### src/rtl/cam_pkg.sv
// Shared types and sizing for the CAM command sequencer and its valid-slot tracker.
package cam_pkg;

  localparam int NB_MEM    = 12;
  localparam int SIZE_ADDR = 4;
  localparam int DATA_W    = 8;
  localparam int IDX_W     = 5;
  localparam int CNT_W     = 4;
  localparam int IDX_SPAN  = 1 << IDX_W;

  typedef enum logic [1:0] {
    OP_LOOKUP     = 2'd0,
    OP_WRITE      = 2'd1,
    OP_INVALIDATE = 2'd2,
    OP_RSVD       = 2'd3
  } op_e;

  typedef enum logic [1:0] {
    ST_OK   = 2'd0,
    ST_MISS = 2'd1,
    ST_DUP  = 2'd2,
    ST_ERR  = 2'd3
  } status_e;

  typedef enum logic [2:0] {
    S_IDLE     = 3'd0,
    S_ISSUE_LK = 3'd1,
    S_CHECK    = 3'd2,
    S_ISSUE_WR = 3'd3,
    S_RESP     = 3'd4
  } state_e;

endpackage

### src/rtl/cam_valid_tracker.sv
// Per-slot valid bitmap plus a saturating occupancy counter; masks stale store entries.
module cam_valid_tracker
  import cam_pkg::*;
(
  input  logic             clk,
  input  logic             rst,
  input  logic             set_i,
  input  logic             clr_i,
  input  logic [IDX_W-1:0] idx_i,
  input  logic [IDX_W-1:0] qry_idx_i,
  output logic             qry_bit_o,
  output logic [CNT_W-1:0] occupancy_o
);

  logic [NB_MEM-1:0]   bitmap_q;
  logic [CNT_W-1:0]    occ_q;
  logic [IDX_SPAN-1:0] bitmap_ext;
  logic                in_range;
  logic                idx_bit;

  // Zero-padding to the full index span keeps out-of-range queries reading as invalid.
  assign bitmap_ext  = {{(IDX_SPAN - NB_MEM){1'b0}}, bitmap_q};
  assign qry_bit_o   = bitmap_ext[qry_idx_i];
  assign idx_bit     = bitmap_ext[idx_i];
  assign in_range    = idx_i < IDX_W'(NB_MEM);
  assign occupancy_o = occ_q;

  always_ff @(posedge clk) begin
    if (rst) begin
      bitmap_q <= '0;
      occ_q    <= '0;
    end else if (in_range) begin
      if (set_i && !idx_bit) begin
        bitmap_q[idx_i[SIZE_ADDR-1:0]] <= 1'b1;
        if (occ_q < CNT_W'(NB_MEM)) occ_q <= occ_q + CNT_W'(1);
      end else if (clr_i && idx_bit) begin
        bitmap_q[idx_i[SIZE_ADDR-1:0]] <= 1'b0;
        if (occ_q != '0) occ_q <= occ_q - CNT_W'(1);
      end
    end
  end

endmodule

### src/rtl/cam_seq.sv
// Command sequencer in front of the 12-entry CAM store: lookup-before-write, one command in flight.
module cam_seq
  import cam_pkg::*;
(
  input  logic              clk,
  input  logic              rst,
  input  logic              cmd_valid,
  output logic              cmd_ready,
  input  logic [1:0]        cmd_op,
  input  logic [IDX_W-1:0]  cmd_addr,
  input  logic [DATA_W-1:0] cmd_data,
  output logic              cam_write,
  output logic              cam_enable,
  output logic [IDX_W-1:0]  cam_addr,
  output logic [DATA_W-1:0] cam_data,
  input  logic [IDX_W-1:0]  cam_out,
  input  logic              cam_found,
  output logic              rsp_valid,
  input  logic              rsp_ready,
  output logic [1:0]        rsp_status,
  output logic [IDX_W-1:0]  rsp_idx,
  output logic [CNT_W-1:0]  occupancy
);

  state_e              state_q;
  op_e                 op_q;
  logic [IDX_W-1:0]    addr_q;
  logic [DATA_W-1:0]   key_q;
  logic                cmd_ready_q;
  logic                cam_write_q;
  logic                cam_enable_q;
  logic [IDX_W-1:0]    cam_addr_q;
  logic [DATA_W-1:0]   cam_data_q;
  logic                rsp_valid_q;
  status_e             rsp_status_q;
  logic [IDX_W-1:0]    rsp_idx_q;

  logic                accept;
  logic                addr_bad;
  logic                trk_set;
  logic                trk_clr;
  logic [IDX_W-1:0]    trk_idx;
  logic                slot_valid;
  logic                hit;

  assign accept   = (state_q == S_IDLE) && cmd_valid && cmd_ready_q;
  assign addr_bad = cmd_addr >= IDX_W'(NB_MEM);

  // Invalidate clears at the accept edge; a performed write sets on leaving ISSUE_WR.
  assign trk_clr  = accept && (op_e'(cmd_op) == OP_INVALIDATE) && !addr_bad;
  assign trk_set  = (state_q == S_ISSUE_WR);
  assign trk_idx  = (state_q == S_ISSUE_WR) ? addr_q : cmd_addr;
  assign hit      = cam_found && slot_valid;

  cam_valid_tracker u_tracker (
    .clk         (clk),
    .rst         (rst),
    .set_i       (trk_set),
    .clr_i       (trk_clr),
    .idx_i       (trk_idx),
    .qry_idx_i   (cam_out),
    .qry_bit_o   (slot_valid),
    .occupancy_o (occupancy)
  );

  always_ff @(posedge clk) begin
    if (rst) begin
      state_q      <= S_IDLE;
      op_q         <= OP_LOOKUP;
      addr_q       <= '0;
      key_q        <= '0;
      cmd_ready_q  <= 1'b0;
      cam_write_q  <= 1'b0;
      cam_enable_q <= 1'b0;
      cam_addr_q   <= '0;
      cam_data_q   <= '0;
      rsp_valid_q  <= 1'b0;
      rsp_status_q <= ST_OK;
      rsp_idx_q    <= '0;
    end else begin
      cam_write_q  <= 1'b0;
      cam_enable_q <= 1'b0;
      case (state_q)
        S_IDLE: begin
          cmd_ready_q <= 1'b1;
          if (accept) begin
            cmd_ready_q <= 1'b0;
            op_q        <= op_e'(cmd_op);
            addr_q      <= cmd_addr;
            key_q       <= cmd_data;
            if (op_e'(cmd_op) == OP_RSVD ||
                ((op_e'(cmd_op) == OP_WRITE || op_e'(cmd_op) == OP_INVALIDATE) && addr_bad)) begin
              state_q      <= S_RESP;
              rsp_valid_q  <= 1'b1;
              rsp_status_q <= ST_ERR;
              rsp_idx_q    <= '0;
            end else if (op_e'(cmd_op) == OP_INVALIDATE) begin
              state_q      <= S_RESP;
              rsp_valid_q  <= 1'b1;
              rsp_status_q <= ST_OK;
              rsp_idx_q    <= cmd_addr;
            end else begin
              state_q      <= S_ISSUE_LK;
              cam_enable_q <= 1'b1;
              cam_data_q   <= cmd_data;
            end
          end
        end
        S_ISSUE_LK: state_q <= S_CHECK;
        S_CHECK: begin
          if (op_q == OP_LOOKUP) begin
            state_q      <= S_RESP;
            rsp_valid_q  <= 1'b1;
            rsp_status_q <= hit ? ST_OK : ST_MISS;
            rsp_idx_q    <= hit ? cam_out : '0;
          end else if (hit) begin
            // Key already stored: never issue a second copy of it.
            state_q      <= S_RESP;
            rsp_valid_q  <= 1'b1;
            rsp_status_q <= (cam_out == addr_q) ? ST_OK : ST_DUP;
            rsp_idx_q    <= cam_out;
          end else begin
            state_q     <= S_ISSUE_WR;
            cam_write_q <= 1'b1;
            cam_addr_q  <= addr_q;
            cam_data_q  <= key_q;
          end
        end
        S_ISSUE_WR: begin
          state_q      <= S_RESP;
          rsp_valid_q  <= 1'b1;
          rsp_status_q <= ST_OK;
          rsp_idx_q    <= addr_q;
        end
        S_RESP: begin
          if (rsp_ready) begin
            state_q     <= S_IDLE;
            rsp_valid_q <= 1'b0;
            cmd_ready_q <= 1'b1;
          end
        end
        default: state_q <= S_IDLE;
      endcase
    end
  end

  assign cmd_ready  = cmd_ready_q;
  assign cam_write  = cam_write_q;
  assign cam_enable = cam_enable_q;
  assign cam_addr   = cam_addr_q;
  assign cam_data   = cam_data_q;
  assign rsp_valid  = rsp_valid_q;
  assign rsp_status = rsp_status_q;
  assign rsp_idx    = rsp_idx_q;

endmodule

### config.mk
export PLATFORM = sky130hd
export DESIGN_NAME = cam_seq
export DESIGN_NICKNAME = d
export VERILOG_FILES = /design/src/rtl/cam_pkg.sv /design/src/rtl/cam_valid_tracker.sv /design/src/rtl/cam_seq.sv
export SDC_FILE = /design/constraint.sdc
export NUM_CORES = 1
export LEC_CHECK = 0
export ABC_CLOCK_PERIOD_IN_PS = 6100
export BUFFER_PORTS_ARGS = -buffer_cell sky130_fd_sc_hd__clkbuf_2
export CAP_MARGIN = 5
export CELL_PAD_IN_SITES_DETAIL_PLACEMENT = 0
export CELL_PAD_IN_SITES_GLOBAL_PLACEMENT = 1
export CORE_ASPECT_RATIO = 1.2
export CORE_MARGIN = 2
export CORE_UTILIZATION = 40
export DETAILED_ROUTE_END_ITERATION = 10
export HOLD_SLACK_MARGIN = 0.08
export PLACE_DENSITY = 0.87
export SLEW_MARGIN = 20
export SYNTH_ARGS = -nofsm -noshare
export SYNTH_HDL_FRONTEND = slang
export SYNTH_SLANG_ARGS = --single-unit
### constraint.sdc
create_clock -name clk -period 6.1 [get_ports clk]
set_input_delay 1.22 -clock clk [delete_from_list [all_inputs] [get_ports clk]]
set_output_delay 1.22 -clock clk [all_outputs]
set_load 0.005 [all_outputs]
Yosys cells after proc, flatten, opt, wreduce, memory -nomap -nowiden
Index checks and enable logic that the tools add are counted.
{"block": "totals", "reg_bits": 58, "latchBits": 0, "ram_bits": 0, "romBits": 0, "mem_count": 0}
{"block": "op_classes", "add_sub_neg": 2, "mul": 0, "div_mod_pow": 0, "magnitude_cmp": 7, "n_eq_ne": 17, "n_shift": 0, "mux": 53, "bitwise": 8, "reduce_logical": 33}
{"op": "$mux W8", "count": 5}
{"op": "$mux W5", "count": 7}
{"op": "$mux W12", "count": 2}
{"op": "$mux W3", "count": 6}
{"op": "$mux W4", "count": 4}
{"op": "$pmux W8 S2", "count": 1}
{"op": "$pmux W3 S5", "count": 1}
{"op": "$pmux W5 S3", "count": 1}
{"op": "$mux W1", "count": 14}
{"op": "$ne A2 B2 Y1 const B", "count": 7}
{"op": "$and A12 B12 Y12", "count": 1}
{"op": "$lt A5 B6 Y1 const B", "count": 2}
{"op": "$mux W2", "count": 6}
{"op": "$not A12 Y12", "count": 1}
{"op": "$or A12 B12 Y12", "count": 1}
{"op": "$bmux W1 S5", "count": 2}
{"op": "$logic_and A1 B1 Y1", "count": 9}
{"op": "$reduce_and A2 Y1", "count": 4}
{"op": "$reduce_and A4 Y1", "count": 2}
{"op": "$reduce_bool A2 Y1", "count": 4}
{"op": "$reduce_bool A4 Y1", "count": 2}
{"op": "$eq A3 B2 Y1 const B", "count": 2}
{"op": "$pmux W2 S3", "count": 1}
{"op": "$reduce_and A6 Y1", "count": 1}
{"op": "27 further kinds", "count": 34}

Depth between registers and ports, before layout
Gate-level depths: netlist of run 1.
{"block": "logic_depth", "ltp_word": 10, "mapped_depth": 15}

Cells and area by module
A second synthesis of run 1 with hierarchy kept.
{"block": "hier_totals", "hier_cells": 397, "area_unflattened_um2": 3323.2}
{"mod": "cam_seq", "n_inst": 1, "cells_per_inst": 267, "area_each_um2": 2207.1, "seq_area_each_um2": 840.8}
{"mod": "cam_valid_tracker", "n_inst": 1, "cells_per_inst": 130, "area_each_um2": 1116.1, "seq_area_each_um2": 320.3}

Worst setup path after synthesis of run 1
OpenSTA, ideal clock, no wires.
{"block": "synth_path", "path_kind": "input to register", "startpoint": "input cmd_addr[1]", "endpoint": "register u_tracker.occ_q[3], in the netlist u_tracker.occupancy_o[3]", "setup_time_ps": 119, "arrival_ps": 3720, "slack_ps": 2261, "cell_stages": 11, "path_cell_list": "mux2i_2 mux4_2 and2_4 a31oi_1 nand2_1 ha_1 a21o_1 a21oi_1 a21oi_1 o21ai_0 nand2_1"}
{"block": "synth_between", "elab_chain_len": 7}
{"element": "start, declared", "line": "cam_seq.sv:10", "source": "input logic [IDX_W-1:0] cmd_addr,"}
{"element": "$mux W5", "line": "cam_seq.sv:52", "source": "assign trk_idx = (state_q == S_ISSUE_WR) ? addr_q : cmd_addr;"}
{"element": "$bmux W1 S5", "line": "cam_valid_tracker.sv:24", "source": "assign idx_bit = bitmap_ext[idx_i];"}
{"element": "$mux W1 (implied by the code)", "line": "cam_valid_tracker.sv:24"}
{"element": "$logic_not A1 Y1", "line": "cam_valid_tracker.sv:33", "source": "if (set_i && !idx_bit) begin"}
{"element": "$logic_and A1 B1 Y1", "line": "cam_valid_tracker.sv:33"}
{"element": "$ne A2 B2 Y1 (no line) / $reduce_bool A2 Y1 (equally long branches)"}
{"element": "$reduce_and A4 Y1 (no line)"}
{"element": "end signal, assigned", "line": "cam_valid_tracker.sv:35", "source": "if (occ_q < CNT_W'(NB_MEM)) occ_q <= occ_q + CNT_W'(1);"}
{"element": "end signal, assigned", "line": "cam_valid_tracker.sv:38", "source": "if (occ_q != '0) occ_q <= occ_q - CNT_W'(1);"}
{"element": "end, declared", "line": "cam_valid_tracker.sv:16", "source": "logic [CNT_W-1:0] occ_q;"}
Parallel ways exist; a longest one is shown, timed or not. The select of a mux whose other input is x is not followed.
A chain may end at the register's enable or synchronous reset.

Worst setup path after layout of run 1
Ends and elaborated chain as after synthesis.

==> results.md, run 1 <==
* CP max-delay cell: mux4_2
* Crit path launch type: input port
* Post-route ant nets at 0
* Routability cong. at a little under 0.9
* Max Slew Vio Count at 0
* CP Max Fanout at 9
* Fillers at 809
* Power per cell area at around 250 mW/mm2
* Synthesized Nets at between 400 and 500
* Largest net degree at the start of global routing at 67
* R2r worst-path depth at 13
* # hold bufs at CTS at 0
* Post-synth top flop: dfxtp_1
* Die height at between 100 and 150 um
* RSZ-0062 raised after global routing: no
* Post-DR wirelength/cell at 16.2 um
* Share of cells above drive strength 1 at about 18%
* Total GRT Usage at 20.1%
* Worst vdd ir at approximately 0.00014 V
* Min-delay worst type: flop to flop
* Worst Path Buf+Inv at 1
* Top-area cell type share of the netlist area at between 30% and 40%
* Dpl cell area at between 0.003 and 0.004 mm2
* I/O pin total at 53
* Clk slew on worst S/H paths at roughly 80 ps
* TritonCTS clock tree: built
* Final Hold Fails at 0
* Final WL at approximately 8.9 mm
* Skew-Pair Late Insertion Delay at between 300 and 400 ps
* Final min period at approximately 4100 ps
* # resized after CTS at 0
* Number of synthesized flops with an enable pin at 0
* CTS root buffer: clkbuf_8
* P&R area growth vs syn at 14.6%
* Final setup fails at 0
* Hold path depth at 2
* Vias in the first global route at slightly above 3k
* Max cap viols at 0
* CP Class: input port to flop
* Iter 0 DRT Violations at 201
* Antenna violations before repair at 0
* Crit path DAT at 4370 ps
* Worst Skew at 10.7 ps
* Clk sinks at 58
* Die area at around 0.0091 mm2
* Post CTS Setup Buffer Count at 0
* Crit. End Element: flop
* Cell Chain, Critical Path: clkbuf_2, mux2i_2, mux4_2, and2_4, a31oi_1, nand2_1, ha_1, a21o_1, a21oi_1, nand2_1, nor3_1, o21ai_0, nand2_1
* Seq/Total Area, Yosys at 34.7%
* Final period util at between 60% and 70%
* Number of buffers created by CTS at 9
* Clock tree buffer depth at 2
* Distinct cells, synth at slightly above 60
* Mapped Area at ~0.0033 mm2
* Critical path depth in cells at 13
* Synth Instances at between 400 and 500
* Cell leakage power at about 1.5 nW
* Highest clock rate at approximately 240 MHz
* DRC Markers at 0
* Worst path max stage delay at around 560 ps
* GRT Residual Overflow at 0
* Nets at between 400 and 500
* Critical Path RT at ~6400 ps
* Row cnt at 36
* Antenna cell count at 0
* Worst slew pin tran at ~1100 ps
* First-pass GRT wire length at approximately 15 mm
* Main area contributors after synthesis: dfxtp_1, mux2i_1, nand2_1
* Final Cell Area at roughly 0.0038 mm2
* #FFs+latches synth at 58
* Final HPWL from detailed placement at 6.28 mm
* Router iterations before antenna repair at 5
* Starting Density at 41.2%
* Width of the die at between 80 and 90 um
* Most common cell on crit path: nand2_1
* Syn_area_per_cell at around 8.2 um2
* Area of the multi-input gates at 0.00202 mm2
* Synth area leader: dfxtp_1
* Status: finished clean
* Slew margin rel. at slightly below 30%
* Setup TNS at 0 ps
* PortBufs at between 50 and 60
* Vias per cell at around 5.8
* H-tree depth at 3
* Register Area at 0.00116 mm2
* FFs w/ async S/R, synth at 0%
* DR vias at about 3.2k
* Syn. warnings at 0
* Core area at about 0.0081 mm2
* Worst path top cell family by delay: compound AO/OA/AOI/OAI gates
==> synthesized netlist by cell type, types with 3 or more instances <==
| cell type | n |
|---|---|
| dfxtp_1 | 58 |
| nand2_1 | 48 |
| nor2_1 | 45 |
| a21oi_1 | 30 |
| mux2i_1 | 27 |
| clkbuf_1 | 20 |
| nor3_1 | 18 |
| o21ai_0 | 18 |
| a211oi_1 | 17 |
| nand2b_1 | 15 |
| nand3_1 | 9 |
| nor4_1 | 8 |
| inv_1 | 7 |
| a22oi_1 | 5 |
| buf_2 | 5 |
| ha_1 | 4 |
| o22ai_1 | 4 |
| or3_1 | 4 |
| a221oi_1 | 3 |
| a222oi_1 | 3 |
| a31oi_1 | 3 |
| nand4b_1 | 3 |
| xnor2_1 | 3 |
| xor2_1 | 3 |
==> tightest hold or removal path, stage by stage (launching register included) <==
cell,delay [ps]
dfxtp_1,310
nand2_1,50
a21oi_1,50
==> logic make-up after synthesis <==
kind of cell	Yosys count	share of synthesized area (%)
simple gates	169	25.5
compound gates	106	21.3
flops	58	34.7
buf+inv	36	4.90
fa+ha+maj	5	2.10
mux	30	9.84
xor+xnor	6	1.57
==> area by class of cell <==
cell class	count	share of cell area (%)
flip-flops and latches	58	30.3
repair buffers	54	7.18
well taps	95	3.10
clock inverters	7	2.65
inverters	7	0.686
clock buffers	9	3.23
multi-input cells	316	52.8
==> metal layers <==
layer  track usage, %  vias up  wire length [um]
met5                0        -                 0
met4             7.80        0               161
met3             3.17       15               404
met2             33.2       90              4390
met1             26.0     1505              3900
li1                 -     1578                 -
==> metrics by stage <==
| stage | cells | total power [mW] | hold slack [ps] | utilization, % | worst slack (ps) |
|---|---|---|---|---|---|
| finish | 546 | 0.948 | 457 | 47.3 | 2010 |
| global placement | 530 | 0.542 | 442 | 44.5 | 1830 |
| floorplan | 410 | 0.503 | 436 | - | 2260 |
| global route | 546 | 0.988 | 471 | 47.3 | 1740 |
| CTS | 546 | 0.952 | 459 | 47.3 | 2040 |
| detailed placement | 530 | 0.545 | 450 | 44.5 | 1680 |
==> where the power goes <==
group          internal [mW]  switching (mW)  total (mW)
logic                 0.0495          0.0718       0.121
registers              0.396          0.0198       0.416
clock network          0.233           0.177       0.410
==> cells in the final DEF, fill, tap and decap left out, types with 4 or more instances in the layout <==
cell,n
a211oi_1,17
a21oi_1,30
a22oi_1,5
clkbuf_2,52
clkbuf_8,9
dfxtp_1,58
ha_1,4
inv_1,7
mux2i_1,27
nand2_1,48
nand2b_1,15
nand3_1,9
nor2_1,45
nor3_1,18
nor4_1,7
o21ai_0,18
o22ai_1,4
or3_1,4
==> final timing paths <==
path / start / slack [ps] / end
worst max-delay path: cmd_addr[1] / 2010 / u_tracker.occupancy_o[3]
worst max register to register: state_q[2] / 2080 / u_tracker.occupancy_o[3]
worst min-delay path: key_q[2] / 460 / key_q[2]
worst min register to register: key_q[2] / 460 / key_q[2]
Power figures use the tool's default switching activity.
==> run 2, diff against run 1 <==
--- a/config.mk
+++ b/config.mk
@@ -5,7 +5,7 @@
 export SDC_FILE = /design/constraint.sdc
 export NUM_CORES = 1
 export LEC_CHECK = 0
-export ABC_CLOCK_PERIOD_IN_PS = 6100
+export ABC_CLOCK_PERIOD_IN_PS = 3800
 export BUFFER_PORTS_ARGS = -buffer_cell sky130_fd_sc_hd__clkbuf_2
 export CAP_MARGIN = 5
 export CELL_PAD_IN_SITES_DETAIL_PLACEMENT = 0
==> constraint.sdc (replaced) <==
create_clock -name clk -period 3.8 [get_ports clk]
set_input_delay 0.76 -clock clk [delete_from_list [all_inputs] [get_ports clk]]
set_output_delay 0.76 -clock clk [all_outputs]
set_load 0.005 [all_outputs]
==> run 2 against run 1 <==
Net effect:
- highest routed layer unchanged
- sequential power grew 60%
- non-clock buffer count grew 5
- setup slack lost 1600 ps
- sequential share of layout area fell by 0.48 points
- clock power grew 78%
- cell count increased by 0.92%
- largest cell class unchanged
- register-to-register slack got worse by 1700 ps
==> results.md, run 2 (synthesis results as in run 1) <==
* Cell Chain, Critical Path: nand3b_4, mux2i_2, mux4_2, and2_4, a31oi_1, nand2_1, ha_1, a21o_1, a21oi_1, a21oi_1, o21ai_0, nand2_1 (was clkbuf_2, mux2i_2, mux4_2, and2_4, a31oi_1, nand2_1, ha_1, a21o_1, a21oi_1, nand2_1, nor3_1, o21ai_0, nand2_1)
* FF-to-FF End: u_tracker.occupancy_o[3] (unchanged)
* Max Slew Vio Count at 0 (unchanged)
* Largest net degree at the start of global routing at 35 (was 67)
* I/O pin total at 53 (unchanged)
* Final Hold Fails at 0 (unchanged)
* R2r worst-path depth at 12 (was 13)
* Routability cong. at 0.884 (was 0.872)
* Final WL at 8.91 mm (was 8.86 mm)
* P&R area growth vs syn at 16.6% (was 14.6%)
* First-pass GRT wire length at 14.6 mm (was 14.8 mm)
* Final period util at 89.9%
* DRC Markers at 0 (unchanged)
* Final hold slack at 457 ps (about the same)
* Skew-Pair Late Insertion Delay at 350 ps (about the same)
* Hold path depth at 2 (unchanged)
* CP max-delay cell: dfxtp_1 (was mux4_2)
* Starting Density at 41.2% (unchanged)
* Post-route ant nets at 0 (unchanged)
* Share of cells above drive strength 1 at 19.7% (was 18.4%)
* PortBufs at 52 (unchanged)
* Final min period at 3420 ps
* Cells after DPL at 535 (was 530)
* Width of the die at 87.5 um (unchanged)
* Row cnt at 36 (unchanged)
* # resized after CTS at 0 (unchanged)
* Worst slew pin tran at 978 ps (was 1060 ps)
* Antenna cell count at 0 (unchanged)
* Crit path DAT at 3660 ps (was 4370 ps)
* Final HPWL from detailed placement at 6.43 mm (was 6.28 mm)
* Commonest non-fill, non-tap cell in the layout: dfxtp_1 (unchanged)
* Worst path max stage delay at 560 ps (about the same)
* Hold Path Sink: key_q[1] (was key_q[2])
* Worst Path Buf+Inv at 0 (was 1)
* Worst Hold Launch: key_q[1] (was key_q[2])
* Max cap viols at 0 (unchanged)
* Final setup fails at 0 (unchanged)
* Vias per cell at 5.87 (was 5.84)
* Flop2flop setup slack at 380 ps (was 2080 ps)
* Die height at 104 um (unchanged)
* Slew margin rel. at 34.2% (was 29.1%)
* Commonest cells after routing, fill and taps aside: dfxtp_1, clkbuf_2, nand2_1, nor2_1, a21oi_1 (unchanged)
* CP Class: flop to flop (was input port to flop)
* DR vias at 3,236 (was 3,188)
* Antenna violations before repair at 0 (unchanged)
* Power per cell area at 409 mW/mm2 (was 247 mW/mm2)
* CTS root buffer: clkbuf_8 (unchanged)
* Nets at 481 (was 476)
* Setup TNS at 0 ps (unchanged)
* Worst path top cell family by delay: compound AO/OA/AOI/OAI gates (unchanged)
* Min-delay worst type: flop to flop (unchanged)
* Core area at 0.00811 mm2 (unchanged)
* Post-DR wirelength/cell at 16.2 um (about the same)
* Iter 0 DRT Violations at 182 (was 201)
* Crit. End Element: flop (unchanged)
* Die area at 0.00911 mm2 (unchanged)
* RSZ-0062 raised after global routing: no (unchanged)
* GRT Residual Overflow at 0 (unchanged)
* H-tree depth at 3 (unchanged)
* Post CTS Setup Buffer Count at 0 (unchanged)
* CP Max Fanout at 16 (was 9)
* Crit path launch type: flop (was input port)
* Critical Path RT at 4050 ps (was 6380 ps)
* Worst vdd ir at 0.000158 V (was 0.000144 V)
* Router iterations before antenna repair at 5 (unchanged)
* # hold bufs at CTS at 0 (unchanged)
* Vias in the first global route at 3,014 (was 3,077)
* Clk sinks at 58 (unchanged)
* Total GRT Usage at 20.0% (was 20.1%)
* RR Startpoint: state_q[1] (was state_q[2])
* Number of buffers created by CTS at 9 (unchanged)
* Worst Skew at 10.9 ps (was 10.7 ps)
* Status: finished clean (unchanged)
* Layout Cells excl Fill at 551 (was 546)
* Highest clock rate at 293 MHz
* Cell leakage power at 1.49 nW (was 1.45 nW)
* Clock tree buffer depth at 2 (unchanged)
* Clk slew on worst S/H paths at 80 ps (about the same)
* TritonCTS clock tree: built (unchanged)
run 2: changes by cell type in the layout (fill, tap and decap cells not counted):
cell,change
buf_4,+5
bufinv_16,+1
clkinv_4,+2
clkinvlp_4,-2
dfxtp_1,-1
dfxtp_2,+1
inv_6,-1
mux2i_1,-1
mux2i_2,+1
run 2: worst max-delay path by stage:
stage	start	endpoint	slack (ps)	cells past startpoint
2_1_floorplan	cmd_addr[1]	u_tracker.occupancy_o[3]	420	11
3_3_place_gp	cmd_addr[1]	u_tracker.occupancy_o[3]	450	12
3_5_place_dp	cmd_addr[1]	u_tracker.occupancy_o[3]	350	12
4_1_cts	state_q[2]	u_tracker.occupancy_o[3]	350	12
5_1_grt	state_q[1]	u_tracker.occupancy_o[3]	10	12
6_report	state_q[1]	u_tracker.occupancy_o[3]	380	12
run 2: metal layers:
metal / GRT usage (%) / share of wire [%] / routed length (um) / vias up
li1: - / - / - / 1589
met1: 26.4 / 45 / 3980 / 1532
met2: 31.3 / 49 / 4370 / 102
met3: 3.97 / 4.5 / 403 / 13
met4: 8.35 / 1.7 / 154 / 0
met5: 0 / 0 / 0 / -
run 2: worst min-delay path, stage by stage (launching register included):
cell	delay (ps)
dfxtp_1	310
nand2_1	50
a21oi_1	50
run 2: per-stage QoR:
stage / instance area [um2] / util, % / setup WS [ps] / total power, mW
floorplan: 3340 / - / 421 / 0.808
global placement: 3640 / 44.9 / 447 / 0.875
detailed placement: 3640 / 44.9 / 353 / 0.879
CTS: 3890 / 48.0 / 349 / 1.60
global route: 3900 / 48.1 / 13.5 / 1.66
finish: 3900 / 48.1 / 384 / 1.59
run 2: cell type report:
| class | instances | area (um2) |
|---|---|---|
| fillers | 809 | 4210 |
| multi-input cells | 316 | 2030 |
| flip-flops and latches | 58 | 1160 |
| repair buffers | 59 | 313 |
| clock inverters | 7 | 125 |
| clock buffers | 9 | 124 |
| well taps | 95 | 119 |
| inverters | 7 | 26.3 |
run 2: power breakdown:
group	switching, mW	internal (mW)	leakage (nW)
Clock	0.286	0.441	0.124
Combinational	0.117	0.0828	0.895
Sequential	0.0310	0.636	0.471
Total	0.434	1.16	1.49
==> run 3, diff against run 2 <==
--- a/config.mk
+++ b/config.mk
@@ -19,4 +19,5 @@
 export SLEW_MARGIN = 20
 export SYNTH_ARGS = -nofsm -noshare
 export SYNTH_HDL_FRONTEND = slang
+export SYNTH_HIERARCHICAL = 1
 export SYNTH_SLANG_ARGS = --single-unit
==> run 3 against run 2 <==
Net effect:
- register-to-register slack is essentially flat
- critical endpoint is now u_tracker/occupancy_o[3]
- global-route usage is 0.56 points lower
- routed wire length shrank 3.5%
- clock power fell by 13%
- setup slack worse by 9.8 ps
- flip-flop and latch count stayed put
- highest routed layer unchanged
==> results.md, run 3 <==
* Final WL at 8.59 mm (was 8.91 mm)
* Final min period at 3430 ps (was 3420 ps)
* Final hold slack at 456 ps (was 457 ps)
* Combinational power share at 13.9% (was 12.5%)
* Clk slew on worst S/H paths at 70 ps (was 80 ps)
* Worst slew pin tran at 642 ps (was 978 ps)
* Clk network pwr share at 42.6% (was 45.6%)
* Final period util at 90.2% (was 89.9%)
* Highest clock rate at 292 MHz (was 293 MHz)
* Final setup fails at 0 (unchanged)
* CTS root buffer: clkbuf_8 (unchanged)
* Flop2flop setup slack at 370 ps (was 380 ps)
* FFs w/ async S/R, synth at 0% (unchanged)
* Net Switching at 0.399 mW (was 0.434 mW)
* Clock tree buffer depth at 2 (unchanged)
* Slew margin rel. at 57.2% (was 34.2%)
* Routability cong. at 0.885 (was 0.884)
* Status: finished clean (unchanged)
* Most common cell on crit path: a21o_1
* Synthesized Nets at 427 (was 440)
* Pint at 1.08 mW (was 1.16 mW)
* Setup ws final at 374 ps (was 384 ps)
* Most frequent cells after synthesis: nand2_1, dfxtp_1, a21oi_1 (was dfxtp_1, nand2_1, nor2_1)
* Antenna cell count at 0 (unchanged)
* Crit. End Element: flop (unchanged)
* Syn_area_per_cell at 8.37 um2 (was 8.15 um2)
* Nets at 486 (was 481)
* Switching Share at 26.9% (was 27.2%)
* FF-to-FF End: u_tracker/occupancy_o[3] (was u_tracker.occupancy_o[3])
* Hold Path Sink: key_q[2] (was key_q[1])
* Synth Instances at 397 (was 410)
* Min-delay worst type: flop to flop (unchanged)
* Worst path max stage delay at 540 ps (was 560 ps)
* Worst Path Buf+Inv at 0 (unchanged)
* Die area at 0.00906 mm2 (was 0.00911 mm2)
* I/O pin total at 53 (unchanged)
* RSZ-0062 raised after global routing: no (unchanged)
* Share of cells above drive strength 1 at 25.2% (was 19.7%)
* Worst Skew at 11.9 ps (was 10.9 ps)
* Row cnt at 36 (unchanged)
* Critical Path RT at 4090 ps (was 4050 ps)
* Cell Chain, Critical Path: and3b_1, nand2_1, o21ai_0, mux4_2, nor2b_4, a31oi_4, o21ai_1, ha_1, a21o_1, a21o_1, or4_1, a21oi_1, a311o_1 (was nand3b_4, mux2i_2, mux4_2, and2_4, a31oi_1, nand2_1, ha_1, a21o_1, a21oi_1, a21oi_1, o21ai_0, nand2_1)
* Width of the die at 87.2 um (was 87.5 um)
* Number of buffers created by CTS at 9 (unchanged)
* Syn. warnings at 6 (was 0)
* Flop pwr share at 43.5% (was 41.9%)
* Final Hold Fails at 0 (unchanged)
* CP max-delay cell: mux4_2 (was dfxtp_1)
* #FFs+latches synth at 58 (unchanged)
* Main area contributors after synthesis: dfxtp_1, nand2_1, a21oi_1 (was dfxtp_1, mux2i_1, nand2_1)
* Final Cell Area at 0.00393 mm2 (was 0.00390 mm2)
* Skew-Pair Late Insertion Delay at 350 ps (about the same)
* Iter 0 DRT Violations at 158 (was 182)
* Total Power at 1.48 mW (was 1.59 mW)
* Dpl cell area at 0.00371 mm2 (was 0.00364 mm2)
* Commonest non-fill, non-tap cell in the layout: nand2_1 (was dfxtp_1)
* Number of synthesized flops with an enable pin at 0 (unchanged)
* Total GRT Usage at 19.4% (was 20.0%)
* H-tree depth at 3 (unchanged)
* Cell leakage power at 1.62 nW (was 1.49 nW)
* Vias in the first global route at 2,904 (was 3,014)
* Seq/Total Area, Yosys at 34.9% (was 34.7%)
* First-pass GRT wire length at 14.0 mm (was 14.6 mm)
* P&R area growth vs syn at 18.3% (was 16.6%)
* RR Startpoint: state_q[2] (was state_q[1])
* CP Max Fanout at 9 (was 16)
* Worst Hold Launch: key_q[2] (was key_q[1])
* Setup TNS at 0 ps (unchanged)
* Top-area cell type share of the netlist area at 34.9% (was 34.7%)
* Synth area leader: dfxtp_1 (unchanged)
* R2r worst-path depth at 13 (was 12)
* Max Slew Vio Count at 0 (unchanged)
* Vias per cell at 5.50 (was 5.87)
* Crit path DAT at 3720 ps (was 3660 ps)
* Mapped Area at 0.00332 mm2 (was 0.00334 mm2)
* DR vias at 3,056 (was 3,236)
* Cell with the most instances after synthesis: nand2_1 (was dfxtp_1)
* Hold path depth at 2 (unchanged)
* Commonest cells after routing, fill and taps aside: nand2_1, dfxtp_1, clkbuf_2, a21oi_1, nor2_1 (was dfxtp_1, clkbuf_2, nand2_1, nor2_1, a21oi_1)
* Final HPWL from detailed placement at 6.33 mm (was 6.43 mm)
* PortBufs at 52 (unchanged)
* Worst vdd ir at 0.000164 V (was 0.000158 V)
* TritonCTS clock tree: built (unchanged)
* Max cap viols at 0 (unchanged)
* Clk sinks at 58 (unchanged)
* Post-synth top flop: dfxtp_1 (unchanged)
* GRT Residual Overflow at 0 (unchanged)
* Worst path top cell family by delay: simple AND/OR/NAND/NOR gates (was compound AO/OA/AOI/OAI gates)
* Power per cell area at 377 mW/mm2 (was 409 mW/mm2)
* Die height at 104 um (about the same)
* Router iterations before antenna repair at 4 (was 5)
* Distinct cells, synth at 56 (was 61)
* Post-route ant nets at 0 (unchanged)
* CP Class: flop to flop (unchanged)
* Dpl ws at 60.2 ps (was 353 ps)
* Crit path launch type: flop (unchanged)
* Post-DR wirelength/cell at 15.4 um (was 16.2 um)
* DRC Markers at 0 (unchanged)
* Antenna violations before repair at 0 (unchanged)
* Core area at 0.00811 mm2 (unchanged)
* Starting Density at 41.0% (was 41.2%)
* Largest net degree at the start of global routing at 30 (was 35)
[run 3: changes by cell type in the layout (fill, tap and decap cells not counted), sizes merged, moves of 5 or more]
cell,previous run,this run
nor4,9,2
buf,7,18
mux2i,28,10
nand2b,15,8
nor3,18,6
mux2,0,14
a21oi,30,35
a32oi,0,5
nor2,46,29
a211oi,17,5
o21ai,18,13
nor2b,2,21
nand2,48,80
[run 3: stage by stage]
stage / utilization (%) / std cells
finish: 48.5 / 556
global route: 48.5 / 556
CTS: 48.5 / 556
floorplan: - / 397
detailed placement: 45.8 / 540
global placement: 45.8 / 540
[run 3: worst max path at each step]
stage / cells past startpoint / to / slack [ps] / start
2_1_floorplan: 16 / u_tracker/occupancy_o[3] / 30 / state_q[2]
3_3_place_gp: 14 / u_tracker/occupancy_o[3] / 140 / cmd_addr[0]
3_5_place_dp: 14 / u_tracker/occupancy_o[3] / 60 / cmd_addr[0]
4_1_cts: 14 / u_tracker/occupancy_o[3] / 280 / state_q[2]
5_1_grt: 14 / u_tracker/occupancy_o[3] / 130 / state_q[2]
6_report: 13 / u_tracker/occupancy_o[3] / 370 / state_q[2]
[run 3: final cells by class]
cell class | instances | area, um2
fillers | 838 | 4180
multi-input cells | 306 | 2000
flip-flops and latches | 58 | 1160
repair buffers | 70 | 395
clock buffers | 9 | 124
well taps | 95 | 119
clock inverters | 7 | 93.8
inverters | 11 | 41.3
[run 3: power groups by stage]
| stage | Clock (mW) | Combinational [mW] | Sequential, mW |
|---|---|---|---|
| final | 0.632 | 0.205 | 0.644 |
| after global routing | 0.678 | 0.226 | 0.647 |
| after CTS | 0.650 | 0.206 | 0.644 |
| after detailed placement | 0 | 0.205 | 0.658 |
| after global placement | 0 | 0.202 | 0.658 |
| after floorplan | 0 | 0.134 | 0.656 |
[run 3: tightest hold or removal path: stages (launching register included)]
cell,delay [ps]
dfxtp_1,310
nand2_1,50
a21oi_1,50
[run 3: kinds of logic (layout without fill, tap and decap cells)]
kind of cell	Yosys count	in the layout	share of synthesized area, %
and+or+nand+nor	171	171	25.1
AOI/OAI and AO/OA	96	96	20.0
DFF	58	58	34.9
buffers and inverters	33	97	4.93
muxes	28	28	11.4
xor gates and xnor gates	6	6	1.58
adders and majority gates	5	5	2.11
[run 3: what timing repair did]
item                       CTS  global route
buffers inserted             0             0
setup endpoints to repair    0             1
hold buffers                 0             0
gates resized for setup      0             1
[run 3: metal layers]
metal / up-vias / part of all wire, % / global-route usage (%)
met4: 0 / 2.1 / 6.48
li1: 1522 / - / -
met3: 16 / 4.8 / 4.70
met5: - / 0 / 0
met2: 78 / 51 / 33.6
met1: 1440 / 42 / 23.1
